`src/rtl/cnn_layer_scheduler.sv`:
```
// rtl/cnn_layer_scheduler.sv - batch sequencer: weight preload, then conv and pool per image (optional watchdog: CNN_SCHED_WATCHDOG_EN)
module cnn_layer_scheduler #(
    parameter int TOTAL_IMAGE     = 4,
    parameter int WATCHDOG_CYCLES = 1024,
    localparam int IMG_WIDTH      = (TOTAL_IMAGE > 1) ? $clog2(TOTAL_IMAGE) : 1
) (
    input  logic                 clk,
    input  logic                 rst_n,
    input  logic                 start,
    input  logic                 abort,
    input  logic                 weight_load_done,
    input  logic                 conv_image_fin,
    input  logic                 pool_fin,
    output logic                 weight_load_req,
    output logic                 conv_enable,
    output logic                 pool_enable,
    output logic [IMG_WIDTH-1:0] image_idx,
    output logic                 busy,
    output logic                 done,
    output logic                 error
);

    typedef enum logic [2:0] {
        S_IDLE,
        S_WLOAD,
        S_CONV,
        S_POOL,
        S_NEXT,
        S_DONE
    } state_t;

    localparam logic [IMG_WIDTH-1:0] LAST_IMG = IMG_WIDTH'(TOTAL_IMAGE - 1);

    state_t                state;
    state_t                state_next;
    logic [IMG_WIDTH-1:0]  idx_next;
    logic                  in_wait;

    assign in_wait = (state == S_WLOAD) || (state == S_CONV) || (state == S_POOL);

`ifdef CNN_SCHED_WATCHDOG_EN
    localparam int WD_W = $clog2(WATCHDOG_CYCLES) + 1;
    localparam logic [WD_W-1:0] WD_MAX = WD_W'(WATCHDOG_CYCLES - 1);

    logic [WD_W-1:0] wd_cnt;
    logic            err_next;
    logic            wd_expired;

    assign wd_expired = in_wait && (wd_cnt == WD_MAX);

    // Dwell counter: cleared on every state change, counts only while waiting on a layer.
    always_ff @(posedge clk or negedge rst_n) begin
        if (!rst_n) begin
            wd_cnt <= '0;
        end else if (state_next != state) begin
            wd_cnt <= '0;
        end else if (in_wait && (wd_cnt != WD_MAX)) begin
            wd_cnt <= wd_cnt + WD_W'(1);
        end
    end

    // Sticky timeout flag, cleared only when a new batch is accepted.
    always_ff @(posedge clk or negedge rst_n) begin
        if (!rst_n) begin
            error <= 1'b0;
        end else begin
            error <= err_next;
        end
    end
`else
    assign error = 1'b0;
`endif

    // State register.
    always_ff @(posedge clk or negedge rst_n) begin
        if (!rst_n) begin
            state <= S_IDLE;
        end else begin
            state <= state_next;
        end
    end

    // Next-state and image counter; abort outranks the watchdog, which outranks fin pulses.
    always_comb begin
        state_next = state;
        idx_next   = image_idx;
`ifdef CNN_SCHED_WATCHDOG_EN
        err_next   = error;
`endif
        if (abort) begin
            state_next = S_IDLE;
        end else begin
            case (state)
                S_IDLE: begin
                    if (start) begin
                        state_next = S_WLOAD;
                        idx_next   = '0;
`ifdef CNN_SCHED_WATCHDOG_EN
                        err_next   = 1'b0;
`endif
                    end
                end
                S_WLOAD: if (weight_load_done) state_next = S_CONV;
                S_CONV:  if (conv_image_fin)   state_next = S_POOL;
                S_POOL: begin
                    if (pool_fin) begin
                        state_next = (image_idx == LAST_IMG) ? S_DONE : S_NEXT;
                    end
                end
                S_NEXT: begin
                    state_next = S_CONV;
                    idx_next   = image_idx + IMG_WIDTH'(1);
                end
                S_DONE:  state_next = S_IDLE;
                default: state_next = S_IDLE;
            endcase
`ifdef CNN_SCHED_WATCHDOG_EN
            if (wd_expired) begin
                state_next = S_IDLE;
                err_next   = 1'b1;
            end
`endif
        end
    end

    // Registered outputs, decoded from the state being entered so they align with the state register.
    always_ff @(posedge clk or negedge rst_n) begin
        if (!rst_n) begin
            weight_load_req <= 1'b0;
            conv_enable     <= 1'b0;
            pool_enable     <= 1'b0;
            busy            <= 1'b0;
            done            <= 1'b0;
            image_idx       <= '0;
        end else begin
            weight_load_req <= (state_next == S_WLOAD);
            conv_enable     <= (state_next == S_CONV);
            pool_enable     <= (state_next == S_POOL);
            busy            <= (state_next != S_IDLE);
            done            <= (state_next == S_DONE);
            image_idx       <= idx_next;
        end
    end

endmodule
```
`config.mk`:
```
export PLATFORM = sky130hd
export DESIGN_NAME = cnn_layer_scheduler
export DESIGN_NICKNAME = d
export VERILOG_FILES = /design/src/rtl/cnn_layer_scheduler.sv
export SDC_FILE = /design/constraint.sdc
export NUM_CORES = 1
export LEC_CHECK = 0
export CORE_MARGIN = 2
export CORE_UTILIZATION = 31
export CTS_CLUSTER_DIAMETER = 30
export CTS_CLUSTER_SIZE = 30
export DETAILED_ROUTE_END_ITERATION = 10
export HOLD_SLACK_MARGIN = 0.05
export PLACE_DENSITY_LB_ADDON = 0.2
export SYNTH_ARGS = -nofsm -noshare
export SYNTH_HDL_FRONTEND = slang
export SYNTH_SLANG_ARGS = --single-unit
```
`constraint.sdc`:
```
create_clock -name clk -period 1.35 [get_ports clk]
set_input_delay 0.27 -clock clk [delete_from_list [all_inputs] [get_ports clk]]
set_output_delay 0.27 -clock clk [all_outputs]
set_load 0.005 [all_outputs]
```
==> metrics.cfg <==
[critical_path]
start_kind=register
slowest_delay_ps=530
r2r_slack_ps=-60
cp_top_family=multiplexers
path_class=reg2reg
critical-path-slowest-cell=mux4_2
critPathCaptureType=register
crit_buf_inv=0
path_cells=ha_2 > nor2b_1 > mux4_2 > o21ba_1
cp_max_fo=4
cp.arrival_ps=1580
crit_required_ps=1520

[clock_network]
cts_setup_buffers=0
cts_tree=yes
path_clk_slew_ps=70
cts-root-buf=clkbuf_4
clk_path_buf_depth=2
cts.sinks=10
htreeDepth=1
worstSkewPairLatency_ps=270
cts_buffers=3

[detailed_routing]
num_vias=383
wl_um=967
via_per_inst=4.85
first_iter_violations=3
ant_nets=0
first_pass_iters=3
drc_errors=0
post_drt_wl_per_cell_um=12.2

[final_layout]
layout-drive-gt1-share_pct=31.3
layout.cells.non_filler=79
fin_area_um2=711
n_antenna_cell=0
fill_cells=125
area_growth_pct=54.3
num-nets-final=73
final_common_cell=dfrtp_1
final_cell_mix=dfrtp_1 (10), buf_4 (9), dlygate4sd2_1 (7), clkdlybuf4s50_1 (6), inv_1 (5)

[sta]
whs_ps=310
fmax_ghz=0.709
setup_tns_ps=-83.9
hold_viol_final=0
rsz0062_at_grt=true
finalCriticalPeriod_ps=1410
finalWorstSetupSlack_ps=-60.0
fin_crit_sh_pct=104
finalClockSkew_ps=6.50
slew_violations=0
setup_violations=3

[placement]
place_area_um2=664
gp_congestion=0.702
dp.cells=75
portBuffers=13
hpwl_um=775

[global_route]
grt_pass1_vias=407
grt_max_degree=11
antenna_found_initial=0
overflow=0
grt_pass1_wl_um=1840
grt_usage_pct=14.3

[die]
start_util_pct=34.1
num_rows=13
fp.dieArea_mm2=0.00181
core_mm2=0.00135
die_x_um=42.5
io_pins=15
die_h_um=42.5

[synthesis]
synthTopCellsByArea=dfrtp_1 (54%), mux4_2 (4.9%), nor3_1 (4.3%), inv_1 (4.1%), ha_1 (2.7%)
synth_area_per_cell_um2=11.5
synth-seq-cells=10
synth_top_area_cell=dfrtp_1
yosys_warnings=0
seq_area_frac_synth_pct=54.3
syn_inst=40
syn_nets=48
ys_types=23
yosysTopAreaCellShare_pct=54.3
syn_area_um2=460

[outcome]
outcome=finished with violations
failed_checks=negative setup slack

[power]
vdd_ir_drop_max_uv=542
pwr_density_cell_mw_per_mm2=997
leakage_nw=0.385

[min_path]
hold_class=in2async

[job]
maxCapViolCount=0

-- worst paths after layout --
path,from,to,cells after the start
hold / removal,rst_n,weight_load_req,1
hold reg to reg,image_idx[1],image_idx[1],2
min in group clk,image_idx[1],image_idx[1],2
setup / recovery,image_idx[1],conv_enable,4
max in group asynchronous,rst_n,image_idx[0],1
setup reg to reg,image_idx[1],conv_enable,4
-- timing repair --
item                                    4_1_cts  5_1_grt
endpoints found under the setup margin       11        5
hold buffers                                  0        0
endpoints found under the hold margin         0        0
pin swaps                                     0        1
gates resized for setup                       8        3
-- routing by layer --
layer	up-vias	global-route usage, %	share of wire [%]
li1	187	-	-
met1	184	18.2	46
met2	12	20.6	47
met3	0	8.19	7.2
met4	0	3.75	0
met5	-	0	0
-- cell families (layout without fill, tap and decap cells) --
logic type / Yosys count / in the layout / share of synthesized area [%]
and+or+nand+nor: 12 / 12 / 16.3
DFF: 10 / 10 / 54.3
AOI/OAI and AO/OA: 7 / 7 / 11.7
buffers and inverters: 7 / 31 / 6.79
muxes: 2 / 2 / 7.34
adders and majority gates: 1 / 1 / 2.72
other: 1 / 1 / 0.814
-- through the flow --
stage	utilization (%)	total power (W)	setup WS (ps)
2_1_floorplan	-	0.000372	-14.6
3_3_place_gp	49.2	0.000444	-317
3_5_place_dp	49.2	0.000445	-332
4_1_cts	51.4	0.000715	-54.5
5_1_grt	52.6	0.000747	-120
6_report	52.6	0.000708	-60.0
-- power breakdown --
part	internal, W	total, W	switching (W)
logic	0.0000648	0.000109	0.0000437
clock network	0.000164	0.000273	0.000109
registers	0.000314	0.000327	0.0000134
-- final cells by class --
class / instances / area [um2] / area share (%)
Tap cell: 15 / 18.8 / 2.64
Sequential cell: 10 / 250 / 35.2
Multi-Input combinational cell: 23 / 198 / 27.8
Timing Repair Buffer: 22 / 189 / 26.6
Inverter: 5 / 18.8 / 2.64
Clock buffer: 4 / 36.3 / 5.11
-- flip-flops by register name, indices dropped and copies added (netlist names) --
name,cells
busy,1
conv_enable,1
done,1
image_idx,2
pool_enable,1
state,3
weight_load_req,1
-- cells in the mapped netlist --
master and count:
mux4_2 1, nor2_1 1, ha_1 1, nor3_1 4
and2_1 1, nor4_2 1, nand2_1 1, o21ai_0 2
and3_1 1, buf_4 1, a22o_1 1, buf_2 1
o2111ai_1 1, a21o_1 1, o221ai_1 1, mux2_2 1
nand4b_1 1, nor2b_1 1, or4_1 1, conb_1 1
inv_1 5, o21ba_1 1, dfrtp_1 10
Note: power is estimated with default switching activity, not from simulation.
